===== config.mk =====
export PLATFORM = sky130hd
export DESIGN_NAME = tx_sr_buffered
export DESIGN_NICKNAME = d
export VERILOG_FILES = /design/src/rtl/tx_sr_buffered.sv
export SDC_FILE = /design/constraint.sdc
export NUM_CORES = 1
export LEC_CHECK = 0
export CORE_UTILIZATION = 54
export CTS_CLUSTER_DIAMETER = 40
export CTS_CLUSTER_SIZE = 16
export DETAILED_ROUTE_END_ITERATION = 8
export MAX_ROUTING_LAYER = met4
export PLACE_DENSITY = 0.78
export SLEW_MARGIN = 20
export SYNTH_ARGS = -nofsm -noshare
export SYNTH_HDL_FRONTEND = slang
export SYNTH_SLANG_ARGS = --single-unit

===== constraint.sdc =====
create_clock -name clk -period 12.65 [get_ports clk]
set_clock_uncertainty 0.2 [all_clocks]
set_input_delay 2.53 -clock clk [delete_from_list [all_inputs] [get_ports clk]]
set_output_delay 2.53 -clock clk [all_outputs]
set_load 0.02 [all_outputs]

===== src/rtl/tx_sr_buffered.sv =====
// tx_sr_buffered: double-buffered parallel-to-serial transmit shifter.
// A one-entry holding register decouples the word producer from the shifter,
// so a new word can be loaded on the same edge that consumes the last bit of
// the previous one, giving gapless back-to-back words on the line.
//
// Handshake: data_ready is high exactly when the holding register is empty;
// a word transfers on any rising clk edge where data_valid && data_ready.
// The producer keeps data_in stable while data_valid is high and not yet taken.
module tx_sr_buffered #(
  parameter int DATA_WIDTH = 128,
  parameter bit MSB_FIRST  = 1'b1,
  parameter bit IDLE_VAL   = 1'b1
) (
  input  logic                  clk,
  input  logic                  rst,
  input  logic                  bit_strobe,
  input  logic                  tx_enable,
  input  logic [DATA_WIDTH-1:0] data_in,
  input  logic                  data_valid,
  output logic                  data_ready,
  output logic                  tx_out,
  output logic                  tx_busy,
  output logic                  word_done,
  output logic                  state_dbg
);

  localparam int CW = $clog2(DATA_WIDTH);
  localparam logic [CW-1:0] LAST_BIT = CW'(DATA_WIDTH - 1);

  typedef enum logic {S_IDLE = 1'b0, S_SHIFT = 1'b1} state_t;

  state_t                state_q, state_n;
  logic [DATA_WIDTH-1:0] hold_reg_q, hold_reg_n;
  logic                  hold_full_q, hold_full_n;
  logic [DATA_WIDTH-1:0] shreg_q, shreg_n;
  logic [CW-1:0]         bit_cnt_q, bit_cnt_n;
  logic                  word_done_q, word_done_n;

  logic accept;
  logic shift_ok;
  logic [DATA_WIDTH-1:0] shreg_shifted;

  assign accept   = data_valid && !hold_full_q;
  assign shift_ok = bit_strobe && tx_enable;

  // Output end is the MSB or LSB; the vacated end fills with the idle level.
  assign shreg_shifted = MSB_FIRST ? {shreg_q[DATA_WIDTH-2:0], IDLE_VAL}
                                   : {IDLE_VAL, shreg_q[DATA_WIDTH-1:1]};

  // State and datapath registers; reset discards both in-flight and held words.
  always_ff @(posedge clk or posedge rst) begin
    if (rst) begin
      state_q     <= S_IDLE;
      hold_reg_q  <= '0;
      hold_full_q <= 1'b0;
      shreg_q     <= {DATA_WIDTH{IDLE_VAL}};
      bit_cnt_q   <= '0;
      word_done_q <= 1'b0;
    end else begin
      state_q     <= state_n;
      hold_reg_q  <= hold_reg_n;
      hold_full_q <= hold_full_n;
      shreg_q     <= shreg_n;
      bit_cnt_q   <= bit_cnt_n;
      word_done_q <= word_done_n;
    end
  end

  // Next-state logic: load/shift/reload plus holding-register accept.
  always_comb begin
    state_n     = state_q;
    hold_reg_n  = hold_reg_q;
    hold_full_n = hold_full_q;
    shreg_n     = shreg_q;
    bit_cnt_n   = bit_cnt_q;
    word_done_n = 1'b0;

    case (state_q)
      S_IDLE: begin
        // Strobes are ignored here, including on the load edge itself.
        if (hold_full_q) begin
          shreg_n     = hold_reg_q;
          hold_full_n = 1'b0;
          bit_cnt_n   = '0;
          state_n     = S_SHIFT;
        end
      end
      S_SHIFT: begin
        if (shift_ok) begin
          if (bit_cnt_q != LAST_BIT) begin
            shreg_n   = shreg_shifted;
            bit_cnt_n = bit_cnt_q + CW'(1);
          end else begin
            word_done_n = 1'b1;
            if (hold_full_q) begin
              shreg_n     = hold_reg_q;
              hold_full_n = 1'b0;
              bit_cnt_n   = '0;
            end else begin
              state_n = S_IDLE;
            end
          end
        end
      end
      default: state_n = S_IDLE;
    endcase

    // An accept needs an empty holder and a transfer needs a full one,
    // so these never collide on the same edge.
    if (accept) begin
      hold_reg_n  = data_in;
      hold_full_n = 1'b1;
    end
  end

  assign data_ready = !hold_full_q;
  assign tx_busy    = (state_q == S_SHIFT);
  assign word_done  = word_done_q;
  assign state_dbg  = state_q;
  assign tx_out     = (state_q == S_SHIFT)
                      ? (MSB_FIRST ? shreg_q[DATA_WIDTH-1] : shreg_q[0])
                      : IDLE_VAL;

endmodule


==> results of run 1 <==
[how the worst max path moves through the flow]
stage / start / slack, ns / depth (start not counted) / endpoint
2_1_floorplan: rst / 2.81 / 1 / bit_cnt_q[0]$_DFFE_PP0P_
3_3_place_gp: data_valid / 7.29 / 5 / hold_reg_q[34]$_DFFE_PP0P_
3_5_place_dp: data_valid / 7.27 / 5 / hold_reg_q[9]$_DFFE_PP0P_
4_1_cts: data_valid / 7.77 / 5 / hold_reg_q[14]$_DFFE_PP0P_
5_1_grt: data_valid / 7.65 / 5 / hold_reg_q[14]$_DFFE_PP0P_
6_report: data_valid / 7.81 / 5 / hold_reg_q[14]$_DFFE_PP0P_
[flip-flops by register name, summed over array words and instances, names as in the netlist]
| signal | cells |
|---|---|
| bit_cnt_q | 7 |
| hold_full_q | 1 |
| hold_reg_q | 128 |
| shreg_q | 128 |
| state_dbg | 1 |
| word_done | 1 |
[logic make-up (layout without fill, tap and decap cells)]
logic type	Yosys count	after routing
AND/OR/NAND/NOR	278	278
adder cells (fa/ha/maj)	1	1
AO/OA/AOI/OAI	148	148
flip-flops	266	266
multiplexers	128	128
XOR/XNOR	1	1
buffers and inverters	65	217
[layer usage]
| layer | GRT usage | up-vias |
|---|---|---|
| li1 | - | 3358 |
| met1 | 0.3021 | 3559 |
| met2 | 0.3517 | 186 |
| met3 | 0.03735 | 39 |
| met4 | 0.07301 | 0 |
| met5 | - | - |
[cells in the mapped netlist, types with 3 or more instances]
master / n
clkbuf_1: 6
dfstp_2: 128
o21ai_0: 3
buf_2: 40
nand3_1: 3
mux2_2: 128
dfrtp_1: 138
a21oi_1: 3
nor2_1: 258
o22ai_1: 129
buf_4: 11
nand2_1: 5
inv_1: 7
[power groups by stage]
stage	sequential (uW)	clock (uW)	combinational (uW)
after floorplan	1560	0	543
after global placement	1610	0	632
after detailed placement	1630	0	669
final	1620	983	664
after global routing	1680	1040	746
after CTS	1620	1000	674
[cell type report]
type | count | area share
sequential | 266 | 0.5115
multi-input combinational | 556 | 0.2634
timing repair buffer | 147 | 0.1088
clock buffer | 42 | 0.07389
tap | 260 | 0.02441
clock inverter | 21 | 0.01549
inverter | 7 | 0.002535
[through the flow]
step / hold WS [ns] / area, um^2
floorplan: 0.2782 / 10650
global placement: 0.2901 / 12130
detailed placement: 0.2944 / 12130
CTS: 0.3022 / 13320
global route: 0.3154 / 13330
finish: 0.3024 / 13330
[worst max-delay path: stages]
cell	delay [ns]
clkdlybuf4s50_1	0.45
nor2b_4	0.12
buf_4	0.64
buf_4	0.80
mux2_2	0.43
==> results.sh, run 1 <==
export IMPL_outcome="finished clean"
export IMPL_insertion_delay_ns=0.51
export IMPL_layout_commonest_cell="nor2_1"
export IMPL_syn_inst=887
export IMPL_maxSlewViolCount=0
export IMPL_core_area_um2=19020
export IMPL_viasPerCell=5.498
export IMPL_synth_simple_gate_area_frac=0.1017
export IMPL_fin_util=0.7007
export IMPL_worstSetupStartpointType="input pin"
export IMPL_synth_edf_count=0
export IMPL_fp_dieH_um=142.4
export IMPL_grt_start_max_net_pins=115
export IMPL_synth_area_leaders="dfrtp_1, dfstp_2, mux2_2"
export IMPL_async_reset_ff_frac=1.000
export IMPL_root_buffer="clkbuf_16"
export IMPL_worstPathArrival_ns=5.01
export IMPL_track_usage=0.2251
export IMPL_place_hpwl_mm=12.42
export IMPL_p_seq_frac=0.497
export IMPL_die_width_um=142.4
export IMPL_dp_cells=1236
export IMPL_ys_seq_elements=266
export IMPL_antenna_cells=0
export IMPL_post_cts_buffers=0
export IMPL_p_per_area_nw_per_um2=245.4
export IMPL_ant_nets=0
export IMPL_wl_met3_mm=1.041
export IMPL_tightest_slew_ns=1.049
export IMPL_grt_pass1_vias=7219
export IMPL_nNetsFinal=1148
export IMPL_yosys_mux_area_fraction=0.1354
export IMPL_rsz0062_at_grt="no"
export IMPL_synthAdderAreaFrac=0.001175
export IMPL_synth_cell_area_um2=10650
export IMPL_timing_rr_start="hold_full_q$_DFFE_PP0P_"
export IMPL_wl_met2_mm=10.29
export IMPL_antenna_found_initial=0
export IMPL_m1WireLength_mm=9.429
export IMPL_num_vias=7142
export IMPL_num_fill_cells=1387
export IMPL_seqCellArea_um2=6817
export IMPL_firstDrtPassIters=4
export IMPL_numCtsBuffers=36
export IMPL_fin_cells=1299
export IMPL_finalCriticalPeriod_ns=4.839
export IMPL_yosysWarnings=0
export IMPL_ys_flop_type="dfrtp_1"
export IMPL_portBuffers=137
export IMPL_finalSetupTns_ns=0
export IMPL_yosysUniqueCellTypes=36
export IMPL_multi_input_area_um2=3510
export IMPL_min_path_cells=2
export IMPL_drive_gt1_frac=0.3205
export IMPL_synth_compound_area_frac=0.08909
export IMPL_critPathRequiredTime_ns=12.82
export IMPL_hold_start="shreg_q[91]$_DFFE_PP1P_"
export IMPL_worstHoldEndpoint="shreg_q[91]$_DFFE_PP1P_"
export IMPL_synth_xor_area_share=0.0008228
export IMPL_cts_resized_gates=0
export IMPL_grt_overflow_total=0
export IMPL_reg2reg_slack_ns=9.77
export IMPL_drv_cap=0
export IMPL_grt_pass1_wl_mm=35.31
export IMPL_peakVddDrop_uv=167.1
export IMPL_intPower_uw=2379
export IMPL_rr_worst_depth=4
export IMPL_cts_tree="done"
export IMPL_setup_viol=0
export IMPL_cts_max_level=2
export IMPL_cts_sinks=266
export IMPL_wl_per_cell_um=16.32
export IMPL_gp_congestion=0.8166
export IMPL_synth_top_family_by_area="multiplexers"
export IMPL_ioPinCount=138
export IMPL_pwr_share_comb=0.203
export IMPL_initial_core_util=0.5597
export IMPL_most_common_layout_cells="nor2_1, dfrtp_1, clkdlybuf4s50_1, o22ai_1"
export IMPL_syn_nets=1021
export IMPL_worstReg2RegEnd="hold_reg_q[14]$_DFFE_PP0P_"
export IMPL_clock_fmax_ghz=0.2067
export IMPL_areaGrowthSynthToFinish_pct=25.19
export IMPL_drtIter0Drc=387
export IMPL_finalHoldViolCount=0
export IMPL_clk_path_buf_depth=3
export IMPL_top_layer="met4"
export IMPL_postSynthAreaPerCell_um2=12.00
export IMPL_rows=50
export IMPL_yosysTopAreaCell="dfrtp_1"
export IMPL_drc=0
export IMPL_hold_class="flop to flop"
export IMPL_ctsHoldBuffers=0
export IMPL_power_uw=3271
export IMPL_setup_ws_ns=7.811
export IMPL_p_sw_uw=892.0
export IMPL_synth_top_area_share=0.3244
export IMPL_p_sw_frac=0.2727
export IMPL_criticalPathCategory="input pin to flop"
export IMPL_clkPwrFrac=0.301
export IMPL_finalCritPeriodShare=0.3825
export IMPL_power_leakage_uw=0.005291
export IMPL_dieArea_um2=20280
export IMPL_yosysSeqAreaShare=0.6403
export IMPL_max_slew_margin_rel=0.3005
export IMPL_routed_wl_mm=21.20
export IMPL_clkSlewWorstSetupHoldPaths_ns=0.06
export IMPL_place_ws_ns=7.272
export IMPL_critPathMaxFanout=66
export IMPL_crit_path_end_kind="flop"
(Power assumes the default switching activity.)
==> inputs of run 2 (changes only) <==
- clock period: 12.65 -> 4.7 ns (I/O delays scaled with it)
==> results.sh, run 2 (synthesized netlist as in run 1, its figures left out) <==
export IMPL_finalCritPeriodShare=0.6297
export IMPL_grt_overflow_total=0
export IMPL_setup_viol=0
export IMPL_p_sw_frac=0.2688
export IMPL_grt_pass1_vias=7237
export IMPL_cts_resized_gates=0
export IMPL_drtIter0Drc=380
export IMPL_slowest_stage="clkdlybuf4s50_1"
export IMPL_place_hpwl_mm=11.98
export IMPL_worstSetupStartpointType="flop"
export IMPL_ioPinCount=138
export IMPL_fin_util=0.7057
export IMPL_rows=50
export IMPL_dieArea_um2=20280
export IMPL_crit_path_end_kind="output pin"
export IMPL_power_uw=8950
export IMPL_drive_gt1_frac=0.3192
export IMPL_power_leakage_uw=0.005329
export IMPL_criticalPathCategory="flop to output pin"
export IMPL_initial_core_util=0.5597
export IMPL_p_seq_frac=0.489
export IMPL_layout_commonest_cell="nor2_1"
export IMPL_p_per_area_nw_per_um2=666.9
export IMPL_num_vias=7066
export IMPL_nNetsFinal=1148
export IMPL_drc=0
export IMPL_firstDrtPassIters=4
export IMPL_drv_cap=0
export IMPL_wl_per_cell_um=16.18
export IMPL_grt_pass1_wl_mm=35.27
export IMPL_clkSlewWorstSetupHoldPaths_ns=0.05
export IMPL_clkPwrFrac=0.312
export IMPL_ctsHoldBuffers=0
export IMPL_fp_dieH_um=142.4
export IMPL_rsz0062_at_grt="no"
export IMPL_antenna_cells=0
export IMPL_hold_class="flop to flop"
export IMPL_antenna_found_initial=0
export IMPL_finalSetupTns_ns=0
export IMPL_cts_sinks=266
export IMPL_max_slew_margin_rel=0.4212
export IMPL_peakVddDrop_uv=394.1
export IMPL_path_cells="inv_1 -> clkdlybuf4s50_1"
export IMPL_gp_congestion=0.8160
export IMPL_most_common_layout_cells="nor2_1, dfrtp_1, clkdlybuf4s50_1, o22ai_1"
export IMPL_routed_wl_mm=21.04
export IMPL_pwr_share_comb=0.199
export IMPL_clk_path_buf_depth=3
export IMPL_viasPerCell=5.435
export IMPL_slowest_delay_ns=0.64
export IMPL_insertion_delay_ns=0.50
export IMPL_clock_fmax_ghz=0.3379
export IMPL_post_cts_buffers=0
export IMPL_areaGrowthSynthToFinish_pct=26.08
export IMPL_path_buf_inv=2
export IMPL_outcome="finished clean"
export IMPL_dp_cells=1235
export IMPL_numCtsBuffers=37
export IMPL_critPathRequiredTime_ns=3.56
export IMPL_ant_nets=0
export IMPL_largestRegisters="hold_reg_q (128), shreg_q (128), bit_cnt_q (7)"
export IMPL_track_usage=0.2246
export IMPL_reg2reg_slack_ns=2.15
export IMPL_p_sw_uw=2406
export IMPL_intPower_uw=6545
export IMPL_die_width_um=142.4
export IMPL_cts_tree="done"
export IMPL_tightest_slew_ns=0.8682
export IMPL_finalHoldViolCount=0
export IMPL_worstPathArrival_ns=1.82
export IMPL_critPathMaxFanout=7
export IMPL_maxSlewViolCount=0
export IMPL_root_buffer="clkbuf_16"
export IMPL_portBuffers=137
export IMPL_crit_family="buffers and inverters"
export IMPL_finalCriticalPeriod_ns=2.960
export IMPL_core_area_um2=19020
export IMPL_cts_max_level=2
export IMPL_fin_cells=1300
export IMPL_grt_start_max_net_pins=133
## run 2: changes by cell type in the layout (fill, tap and decap cells not counted)
cell       before  now
buf_12          0    4
buf_4           9    5
clkinv_4        5    1
inv_6           5    8
bufinv_16       2    4
clkbuf_1        1    3
buf_6           1    0
clkbuf_8        4    5
clkinv_2        5    4
inv_8           2    1
## run 2: power by group through the flow
stage / Combinational (uW) / Clock (uW) / Sequential, uW
2_1_floorplan: 1460 / 0 / 4190
3_3_place_gp: 1710 / 0 / 4360
3_5_place_dp: 1800 / 0 / 4380
4_1_cts: 1810 / 2850 / 4380
5_1_grt: 2000 / 2960 / 4520
6_report: 1780 / 2790 / 4380
## run 2: per-stage QoR
stage          instance area (um^2)  worst slack (ns)  hold WS (ns)
6_report                      13420             1.741        0.3022
5_1_grt                       13420             1.669        0.3160
4_1_cts                       13420             1.713        0.3034
3_5_place_dp                  12170             1.598        0.2939
3_3_place_gp                  12170             1.647        0.2882
2_1_floorplan                 10650            0.1530        0.2782
## run 2: cell type report
class | instances | area (um^2)
Clock buffer | 45 | 1006
Fill cell | 1370 | 5597
Multi-Input combinational cell | 556 | 3510
Tap cell | 260 | 325.3
Clock inverter | 20 | 245.2
Timing Repair Buffer | 146 | 1489
Inverter | 7 | 30.03
Sequential cell | 266 | 6817
## run 2: routing by layer
layer	vias up	GRT usage	share of wire
met5	-	-	0
met1	3497	0.2890	0.45
met2	175	0.3576	0.47
li1	3365	-	-
met4	0	0.06055	0.015
met3	29	0.05384	0.061
## run 2: final timing paths
check / from / to / cells past startpoint
worst max-delay path: hold_full_q$_DFFE_PP0P_ / data_ready / 2
worst min-delay path: shreg_q[108]$_DFFE_PP1P_ / shreg_q[108]$_DFFE_PP1P_ / 2
worst max register to register: bit_cnt_q[0]$_DFFE_PP0P_ / shreg_q[84]$_DFFE_PP1P_ / 6
worst min register to register: shreg_q[108]$_DFFE_PP1P_ / shreg_q[108]$_DFFE_PP1P_ / 2
max in group asynchronous: rst / hold_reg_q[44]$_DFFE_PP0P_ / 3
min in group asynchronous: rst / hold_reg_q[96]$_DFFE_PP0P_ / 2
## run 2: worst register-to-register path, delay by kind of cell (launching register included)
family / cells / cell delay [ns]
fa+ha+maj: 1 / 0.27
flops: 1 / 0.42
compound gates: 2 / 0.84
simple gates: 2 / 0.31
buf+inv: 1 / 0.44
==> inputs of run 3 (changes only) <==
- CORE_UTILIZATION: 54 -> 50
- PLACE_DENSITY: 0.78 -> 0.76
- clock period: 4.7 -> 2.55 ns (I/O delays scaled with it)
==> results.sh, run 3 (synthesized netlist as in run 1, its figures left out) <==
export IMPL_setup_ws_ns=0.1058
export IMPL_clkPwrFrac=0.307
export IMPL_largestRegisters="hold_reg_q (128), shreg_q (128), bit_cnt_q (7)"
export IMPL_drive_gt1_frac=0.3302
export IMPL_rsz0062_at_grt="no"
export IMPL_grt_pass1_wl_mm=36.25
export IMPL_ant_nets=0
export IMPL_dieArea_um2=21880
export IMPL_worstPathArrival_ns=1.73
export IMPL_peakVddDrop_uv=631.5
export IMPL_drc=0
export IMPL_most_common_layout_cells="nor2_1, dfrtp_1, clkdlybuf4s50_1, o22ai_1"
export IMPL_fin_cells=1332
export IMPL_gp_congestion=0.7756
export IMPL_finalCriticalPeriod_ns=2.444
export IMPL_insertion_delay_ns=0.50
export IMPL_firstDrtPassIters=5
export IMPL_finalSetupTns_ns=0
export IMPL_finalCritPeriodShare=0.9585
export IMPL_antenna_cells=0
export IMPL_maxSlewViolCount=0
export IMPL_place_ws_ns=0.1686
export IMPL_place_hpwl_mm=13.32
export IMPL_viasPerCell=5.393
export IMPL_cts_max_level=2
export IMPL_numCtsBuffers=36
export IMPL_core_area_um2=20960
export IMPL_worstSetupStartpointType="flop"
export IMPL_routed_wl_mm=21.66
export IMPL_antenna_found_initial=0
export IMPL_initial_core_util=0.5080
export IMPL_grt_pass1_vias=7280
export IMPL_cts_sinks=266
export IMPL_clock_fmax_ghz=0.4091
export IMPL_critPathMaxFanout=2
export IMPL_fin_hold_ws_ns=0.1310
export IMPL_drv_cap=0
export IMPL_outcome="finished clean"
export IMPL_dp_cells=1266
export IMPL_die_width_um=147.9
export IMPL_cts_tree="done"
export IMPL_num_vias=7184
export IMPL_num_fill_cells=1567
export IMPL_track_usage=0.2128
export IMPL_grt_start_max_net_pins=86
export IMPL_p_per_area_nw_per_um2=1210
export IMPL_rows=53
export IMPL_intPower_uw=12110
export IMPL_p_seq_frac=0.487
export IMPL_layout_commonest_cell="nor2_1"
export IMPL_p_sw_uw=4499
export IMPL_wl_per_cell_um=16.26
export IMPL_critPathRequiredTime_ns=1.84
export IMPL_power_leakage_uw=0.005477
export IMPL_grt_overflow_total=0
export IMPL_drtIter0Drc=409
export IMPL_areaGrowthSynthToFinish_pct=28.95
export IMPL_root_buffer="clkbuf_16"
export IMPL_portBuffers=137
export IMPL_post_cts_buffers=0
export IMPL_p_sw_frac=0.2708
export IMPL_nNetsFinal=1163
export IMPL_clkSlewWorstSetupHoldPaths_ns=0.05
export IMPL_finalHoldViolCount=0
export IMPL_crit_path_end_kind="output pin"
export IMPL_fp_dieH_um=147.9
export IMPL_ctsHoldBuffers=0
export IMPL_tightest_slew_ns=0.5607
export IMPL_clk_path_buf_depth=3
export IMPL_pwr_share_comb=0.206
export IMPL_setup_viol=0
export IMPL_hold_class="input pin to async pin"
export IMPL_max_slew_margin_rel=0.6239
export IMPL_criticalPathCategory="flop to output pin"
export IMPL_ioPinCount=138
-- run 3: cell type report --
cell class	instances	area, um^2	share of cell area
Clock buffer	47	1033	0.07529
Clock inverter	19	219.0	0.01595
Tap cell	275	344.1	0.02507
Timing Repair Buffer	162	1774	0.1292
Inverter	7	30.03	0.002188
Sequential cell	266	6817	0.4966
Multi-Input combinational cell	556	3510	0.2557
-- run 3: metrics by stage --
stage               cell area (um^2)  power [uW]    util
floorplan                      10650       10420       -
global placement               12470       11330  0.5952
detailed placement             12470       11560  0.5952
CTS                            13720       16800  0.6549
global route                   13730       17620  0.6551
finish                         13730       16610  0.6551
-- run 3: final timing paths --
kind	start	to	slack, ns	cells past startpoint
worst max register to register	bit_cnt_q[0]$_DFFE_PP0P_	shreg_q[40]$_DFFE_PP1P_	0.31	6
worst min register to register	shreg_q[106]$_DFFE_PP1P_	shreg_q[106]$_DFFE_PP1P_	0.30	2
worst min-delay path	rst	hold_reg_q[126]$_DFFE_PP0P_	0.13	2
worst max-delay path	shreg_q[127]$_DFFE_PP1P_	tx_out	0.11	2
min in group clk	shreg_q[106]$_DFFE_PP1P_	shreg_q[106]$_DFFE_PP1P_	0.30	2
max in group asynchronous	rst	shreg_q[115]$_DFFE_PP1P_	1.26	4
-- run 3: power groups by stage --
| stage | Clock (uW) | Sequential [uW] | Combinational (uW) |
|---|---|---|---|
| after floorplan | 0 | 7730 | 2690 |
| after global placement | 0 | 8050 | 3280 |
| after detailed placement | 0 | 8120 | 3450 |
| after CTS | 5210 | 8100 | 3490 |
| after global routing | 5430 | 8360 | 3830 |
| final | 5100 | 8090 | 3430 |
-- run 3: routing by layer --
metal | vias to the layer above | wire [um] | track usage
li1 | 3409 | - | -
met1 | 3584 | 9733 | 0.2842
met2 | 162 | 10530 | 0.3340
met3 | 29 | 1067 | 0.03735
met4 | 0 | 335 | 0.06392
met5 | - | 0 | -
-- run 3: worst max-delay path, stage by stage, from the launching register on --
cell             delay, ns
dfstp_2               0.54
nand2b_1              0.10
clkdlybuf4s50_1       0.60
-- run 3: repair_timing --
action	4_1_cts	5_1_grt
resized for setup	0	1
endpoints found under the setup margin	0	1
endpoints found under the hold margin	0	0
